**config.mk**
```make
export PLATFORM = sky130hd
export DESIGN_NAME = uart_tx_serializer
export DESIGN_NICKNAME = d
export VERILOG_FILES = /design/src/rtl/uart_pkg.sv /design/src/rtl/uart_tx_serializer.sv
export SDC_FILE = /design/constraint.sdc
export NUM_CORES = 1
export LEC_CHECK = 0
export CAP_MARGIN = 30
export CORE_MARGIN = 3
export CORE_UTILIZATION = 35
export DETAILED_ROUTE_END_ITERATION = 10
export PLACE_DENSITY = 0.66
export SETUP_SLACK_MARGIN = 0.2
export SYNTH_ARGS = -nofsm -noshare
export SYNTH_HDL_FRONTEND = slang
export SYNTH_SLANG_ARGS = --single-unit
```
**constraint.sdc**
```tcl
create_clock -name clk -period 1.8 [get_ports clk]
set_input_delay 0.36 -clock clk [delete_from_list [all_inputs] [get_ports clk]]
set_output_delay 0.36 -clock clk [all_outputs]
set_load 0.005 [all_outputs]
```
**src/rtl/uart_pkg.sv**
```systemverilog
// ============================================================================
// Module   : uart_pkg
// Brief    : Shared UART types, line levels and parity helper (TX and RX).
// Revision : 1.0 - initial release
// ============================================================================
`default_nettype none

package uart_pkg;

  localparam logic UART_IDLE_LEVEL  = 1'b1;
  localparam logic UART_START_LEVEL = 1'b0;

  typedef enum logic [2:0] {
    ST_IDLE   = 3'd0,
    ST_ARM    = 3'd1,
    ST_START  = 3'd2,
    ST_DATA   = 3'd3,
    ST_PARITY = 3'd4,
    ST_STOP   = 3'd5
  } uart_state_e;

  // Narrower words are zero-extended by the caller, which leaves the XOR unchanged.
  function automatic logic calc_parity(input logic [8:0] data, input logic odd);
    return (^data) ^ odd;
  endfunction

endpackage

`default_nettype wire

```
**src/rtl/uart_tx_serializer.sv**
```systemverilog
// ============================================================================
// Module   : uart_tx_serializer
// Brief    : Baud-tick driven UART transmitter, valid/ready byte input.
// Revision : 1.0 - initial release
// ============================================================================
`default_nettype none

module uart_tx_serializer
  import uart_pkg::*;
#(
  parameter int DATA_BITS  = 8,
  parameter int PARITY_EN  = 0,
  parameter int PARITY_ODD = 0,
  parameter int STOP_BITS  = 1
) (
  input  logic                 clk,
  input  logic                 rst,
  input  logic                 baud_tick,
  input  logic [DATA_BITS-1:0] tx_data,
  input  logic                 tx_valid,
  output logic                 tx_ready,
  output logic                 tx,
  output logic                 busy
);

  localparam int                CNT_W       = (DATA_BITS > 1) ? $clog2(DATA_BITS) : 1;
  localparam logic [CNT_W-1:0]  c_last_bit  = CNT_W'(DATA_BITS - 1);
  localparam logic              c_last_stop = 1'(STOP_BITS - 1);
  localparam logic              c_odd       = (PARITY_ODD != 0);

  uart_state_e          r_state, w_state_next;
  logic                 r_tx, w_tx_next;
  logic [DATA_BITS-1:0] r_shift, w_shift_next;
  logic                 r_parity, w_parity_next;
  logic                 r_pending, w_pending_next;
  logic [CNT_W-1:0]     r_bit_cnt, w_bit_cnt_next;
  logic                 r_stop_cnt, w_stop_cnt_next;

  logic w_final_stop;
  logic w_accept;
  logic w_new_parity;

  assign w_final_stop = (r_state == ST_STOP) && (r_stop_cnt == c_last_stop);
  assign tx_ready     = (r_state == ST_IDLE) || (w_final_stop && !r_pending);
  assign w_accept     = tx_valid && tx_ready;
  assign w_new_parity = calc_parity(9'(tx_data), c_odd);
  assign tx           = r_tx;
  assign busy         = (r_state != ST_IDLE);

  always_ff @(posedge clk) begin
    if (rst) begin
      r_state    <= ST_IDLE;
      r_tx       <= UART_IDLE_LEVEL;
      r_shift    <= '0;
      r_parity   <= 1'b0;
      r_pending  <= 1'b0;
      r_bit_cnt  <= '0;
      r_stop_cnt <= 1'b0;
    end else begin
      r_state    <= w_state_next;
      r_tx       <= w_tx_next;
      r_shift    <= w_shift_next;
      r_parity   <= w_parity_next;
      r_pending  <= w_pending_next;
      r_bit_cnt  <= w_bit_cnt_next;
      r_stop_cnt <= w_stop_cnt_next;
    end
  end

  always_comb begin
    w_state_next    = r_state;
    w_tx_next       = r_tx;
    w_shift_next    = r_shift;
    w_parity_next   = r_parity;
    w_pending_next  = r_pending;
    w_bit_cnt_next  = r_bit_cnt;
    w_stop_cnt_next = r_stop_cnt;

    case (r_state)
      ST_IDLE: begin
        w_tx_next = UART_IDLE_LEVEL;
        // A tick coinciding with the accept is deliberately not used.
        if (w_accept) begin
          w_shift_next  = tx_data;
          w_parity_next = w_new_parity;
          w_state_next  = ST_ARM;
        end
      end

      ST_ARM: begin
        if (baud_tick) begin
          w_state_next = ST_START;
          w_tx_next    = UART_START_LEVEL;
        end
      end

      ST_START: begin
        if (baud_tick) begin
          w_state_next   = ST_DATA;
          w_tx_next      = r_shift[0];
          w_shift_next   = r_shift >> 1;
          w_bit_cnt_next = '0;
        end
      end

      ST_DATA: begin
        if (baud_tick) begin
          if (r_bit_cnt == c_last_bit) begin
            if (PARITY_EN != 0) begin
              w_state_next = ST_PARITY;
              w_tx_next    = r_parity;
            end else begin
              w_state_next    = ST_STOP;
              w_tx_next       = UART_IDLE_LEVEL;
              w_stop_cnt_next = 1'b0;
            end
          end else begin
            w_bit_cnt_next = r_bit_cnt + 1'b1;
            w_tx_next      = r_shift[0];
            w_shift_next   = r_shift >> 1;
          end
        end
      end

      ST_PARITY: begin
        if (baud_tick) begin
          w_state_next    = ST_STOP;
          w_tx_next       = UART_IDLE_LEVEL;
          w_stop_cnt_next = 1'b0;
        end
      end

      ST_STOP: begin
        w_tx_next = UART_IDLE_LEVEL;
        if (w_accept) begin
          w_shift_next   = tx_data;
          w_parity_next  = w_new_parity;
          w_pending_next = 1'b1;
        end
        if (baud_tick) begin
          if (!w_final_stop) begin
            w_stop_cnt_next = 1'b1;
          end else if (r_pending || w_accept) begin
            // Back-to-back frame: start bit follows the stop bit with no idle gap.
            w_state_next   = ST_START;
            w_tx_next      = UART_START_LEVEL;
            w_pending_next = 1'b0;
          end else begin
            w_state_next = ST_IDLE;
          end
        end
      end

      default: begin
        w_state_next = ST_IDLE;
        w_tx_next    = UART_IDLE_LEVEL;
      end
    endcase
  end

endmodule

`default_nettype wire

```
# After elaboration in Yosys (flattened, before gate mapping)
# Index checks and enable logic that the tools add are counted.
# word_totals
ff_bits,17
inputBits,12
output_inout_bits,3
# op_classes
add_sub_neg,1
eq_ne,17
muxes,37
bitwise_logic,1
reduce_logical,17
# ops
op,count
$mux 3,11
$mux 8,4
$pmux 8 s3,1
$ne 2x2->1 const B,10
$pmux 3 s6,1
$mux 1,16
$eq 3x3->1 const B,3
$reduce_bool 3->1,3
$reduce_and 4->1,2
$reduce_and 8->1,1
$eq 3x2->1 const B,2
$pmux 3 s2,1
$reduce_and 6->1,1
$pmux 1 s5,1
$reduce_and 5->1,1
$add 3x1->3 const B,1
$eq 3x1->1 const B,1
$logic_and 1x1->1,3
$logic_not 3->1,1
$pmux 1 s3,1
$logic_or 1x1->1,2
$mux 2,1
$ne 2x1->1 const B,1
$reduce_bool 2->1,1
other kinds (3),3

# Longest topological paths before layout
# depth
depth_word,10
ltp_mapped,6
mapped_depth_nobuf,6

# Least setup slack after synthesis
# Ideal clock, no wire load.
# synth_path
path_type,register to register
startpoint,register r_bit_cnt[0]
endpoint,register r_state[2]
t_arrival_ps,1443
required_ps,1684
setup_slack_ps,242
stages_incl_launch_ff,7
path_cell_list,dfxtp_1 > ha_1 > ha_1 > nand2b_1 > a21o_1 > a21o_2 > a31o_1
# synth_via
elab_chain_cells,3
# synth_rtl
element,line_no,rtl
"start, declared",uart_tx_serializer.sv:36,"logic [CNT_W-1:0] r_bit_cnt, w_bit_cnt_next;"
"start signal, assigned",uart_tx_serializer.sv:65,r_bit_cnt <= w_bit_cnt_next;
$eq 3x3->1,uart_tx_serializer.sv:108,if (r_bit_cnt == c_last_bit) begin
$ne 2x2->1 (no line),--,
$reduce_and 8->1 (no line),--,
"end signal, assigned",uart_tx_serializer.sv:60,r_state <= w_state_next;
"end, declared",uart_tx_serializer.sv:31,"uart_state_e r_state, w_state_next;"
# No other way between the ends.
# A chain may end at the register's enable or synchronous reset.

# Worst setup path after layout
# layout_path
startpoint,register r_state[1]
endpoint,output busy
# layout_via
elab_chain_cells,1
# layout_rtl
element,line_no,rtl
$reduce_bool 3->1,uart_tx_serializer.sv:48,assign busy = (r_state != ST_IDLE);
"end, declared",uart_tx_serializer.sv:23,output logic busy
# No other way between the ends.

==> impl_metrics.json <==
{
  "status": "finished, final reports clean",
  "area_delta_synth_final_pct": 36.7,
  "p_sw_mw": 0.611,
  "p_clk_share_pct": 13.2,
  "port_buffers": 14,
  "finalNetCount": 155,
  "finalWorstSetupSlack_ns": 0.209,
  "synth_seq_cells": 17,
  "use_met2_pct": 23.1,
  "syn_nets": 126,
  "ys_warn_count": 0,
  "antenna_cells": 0,
  "cts_tree": "yes",
  "ant_nets": 0,
  "hp-class": "reg -> reg",
  "yosys.area.top_type": "dfxtp_1",
  "p_leak_nw": 0.619,
  "hold_buffers": 0,
  "path_cells": "or3_4 -> clkdlybuf4s15_2",
  "synthCells": 112,
  "dpl_cell_area_um2": 1260,
  "tightest_slew_ns": 0.382,
  "place.gp.congestion": 0.844,
  "dieArea_um2": 3760,
  "finalHoldViolCount": 0,
  "dpl.hpwl_um": 1680,
  "antenna_found_initial": 0,
  "finalClockSkew_ns": 0.00111,
  "crit_fanout": 2,
  "fillCellCount": 259,
  "end_kind": "primary output",
  "synth_edf_count": 0,
  "crit_family": "simple AND/OR/NAND/NOR gates",
  "clock_latency_ns": 0.30,
  "p_int_mw": 0.986,
  "gr-total-overflow": 0,
  "gr-usage-met3_pct": 2.52,
  "crit_type": "reg -> out",
  "pin_count": 15,
  "fin_util_pct": 51.7,
  "yosysUniqueCellTypes": 44,
  "rows": 19,
  "cts-root-buf": "clkbuf_4",
  "die_y_um": 61.3,
  "setup_viol": 0,
  "core_area_um2": 2830,
  "cts.sinks": 17,
  "dp_worst_setup_slack_ns": -0.132,
  "drive_above_1_share_pct": 36.4,
  "rsz0062_at_grt": "true",
  "grt_pass1_wl_um": 3970,
  "drt_wl_total_um": 2510,
  "track_usage_pct": 14.2,
  "combPwrFrac_pct": 55.2,
  "grt_max_degree": 18,
  "post_drt_wl_per_cell_um": 14.7,
  "slowest_delay_ns": 0.39,
  "syn_avg_cell_area_um2": 9.56,
  "dr.pass1.iters": 4,
  "grt_pass1_vias": 897,
  "fmax_mhz": 629,
  "start_util_pct": 37.9,
  "clk_pin_slew_ns": 0.10,
  "stdcell_area_um2": 1460,
  "synth_top_area_share_pct": 31.8,
  "p_per_area_nw_per_um2": 1090,
  "numCtsBuffers": 3,
  "arrival_ns": 1.23,
  "required_ns": 1.44,
  "max-clock-path-buffers": 2,
  "drc": 0,
  "yosysSeqAreaShare_pct": 31.8,
  "syn_area_um2": 1070,
  "swShare_pct": 38.3,
  "seqPwrFrac_pct": 31.6,
  "slowest_stage": "or3_4",
  "synthTopCellsByCount": "17 x dfxtp_1, 16 x nor2_1, 8 x a221oi_1, 8 x mux2i_1",
  "crit_buf_inv": 1,
  "die_w_um": 61.3,
  "gr-max-usage-layer": "met2",
  "async_flop_share_pct": 0,
  "irDropWorstVdd_mv": 0.344,
  "ctsHtreeMaxLevel": 1,
  "synth.area.top_cells": "dfxtp_1 32%, mux2i_1 7.5%, a221oi_1 6.5%",
  "maxCapViolations": 0,
  "tns_ns": 0,
  "synth_most_common_cell": "dfxtp_1",
  "period_share_pct": 88.4,
  "drt_iter0_markers": 25,
  "grtUsageMet1_pct": 17.7,
  "drv_slew": 0,
  "start_kind": "flip-flop",
  "num_vias": 941,
  "vias_per_cell": 5.50,
  "layout_min_cycle_time_ns": 1.59,
  "synthFlopType": "dfxtp_1",
  "relSlewSlack_pct": 74.6
}
[cell families (layout without fill, tap and decap cells)]
group           Yosys count  count (layout)  share of synthesized area [%]
simple gates             39              39                           23.0
compound gates           32              32                           25.9
flops                    17              17                           31.8
buf+inv                  12              40                           6.89
mux                       9               9                           8.53
fa+ha+maj                 2               2                           2.34
xor+xnor                  1               1                           1.52
[stage by stage]
stage	power, mW	instances	hold slack, ns
floorplan	1.06	112	0.434
global placement	1.23	158	0.445
detailed placement	1.25	158	0.453
CTS	1.46	165	0.468
global route	1.71	171	0.497
finish	1.60	171	0.467
[worst register-to-register path: stages, from the launching register on]
cell      delay (ns)
dfxtp_2         0.34
ha_1            0.20
ha_2            0.19
buf_4           0.15
a21oi_2         0.14
buf_6           0.14
nor2_1          0.04
a221oi_1        0.24
[power by group through the flow]
| stage | Sequential [mW] | Clock [mW] | Combinational (mW) |
|---|---|---|---|
| 3_3_place_gp | 0.508 | 0 | 0.720 |
| 4_1_cts | 0.500 | 0.216 | 0.745 |
| 2_1_floorplan | 0.501 | 0 | 0.561 |
| 5_1_grt | 0.516 | 0.227 | 0.967 |
| 3_5_place_dp | 0.510 | 0 | 0.740 |
| 6_report | 0.505 | 0.211 | 0.881 |
[layer usage]
metal  wire length [µm]  vias to the layer above
met4                 49                        0
met5                  0                        -
li1                   -                      471
met2               1250                        8
met3                 52                        5
met1               1160                      457
[state kept, by name, indices dropped and copies added (netlist names)]
signal      flops
r_shift         8
tx              1
r_stop_cnt      1
r_bit_cnt       3
r_state         3
r_pending       1
[cell type report]
cell class,instances,area [µm²],share of cell area (%)
Multi-Input combinational cell,83,718,49.1
Sequential cell,17,350,23.9
Timing Repair Buffer,33,318,21.7
Tap cell,31,38.8,2.65
Clock buffer,3,22.5,1.54
Inverter,3,11.3,0.769
Clock inverter,1,5.00,0.342
[final timing paths]
path,startpoint,to,slack (ns),depth (start not counted)
worst max register to register,r_bit_cnt[0]$_SDFFE_PP0P_,r_shift[0]$_SDFFE_PP0P_,0.26,7
worst min-delay path,r_shift[7]$_SDFFE_PP0P_,r_shift[7]$_SDFFE_PP0P_,0.47,2
worst min register to register,r_shift[7]$_SDFFE_PP0P_,r_shift[7]$_SDFFE_PP0P_,0.47,2
worst max-delay path,r_state[1]$_SDFFE_PP0P_,busy,0.21,2
[what timing repair did]
item                                    4_1_cts  5_1_grt
gates cloned                                  0        0
buffers inserted                              3        6
resized for setup                            12       20
pin swaps                                     3       13
endpoints found under the setup margin        4       14
[layout by cell type, fill, tap and decap left out, types with 2 or more instances in the layout]
cell             count
mux2i_1              7
nor2_1              16
nand3_1              2
a21oi_1              2
clkdlybuf4s50_1     11
nor4_1               2
nand2b_1             2
inv_1                3
a22oi_1              2
nor2b_1              3
buf_12               2
dfxtp_1             11
nand2_1              3
buf_4               15
clkbuf_4             3
a22o_1               2
dfxtp_2              5
a21o_1               2
a221oi_2             4
a221oi_1             4
o21ai_0              2
a211o_1              2
Note: power is estimated with default switching activity, not from simulation.
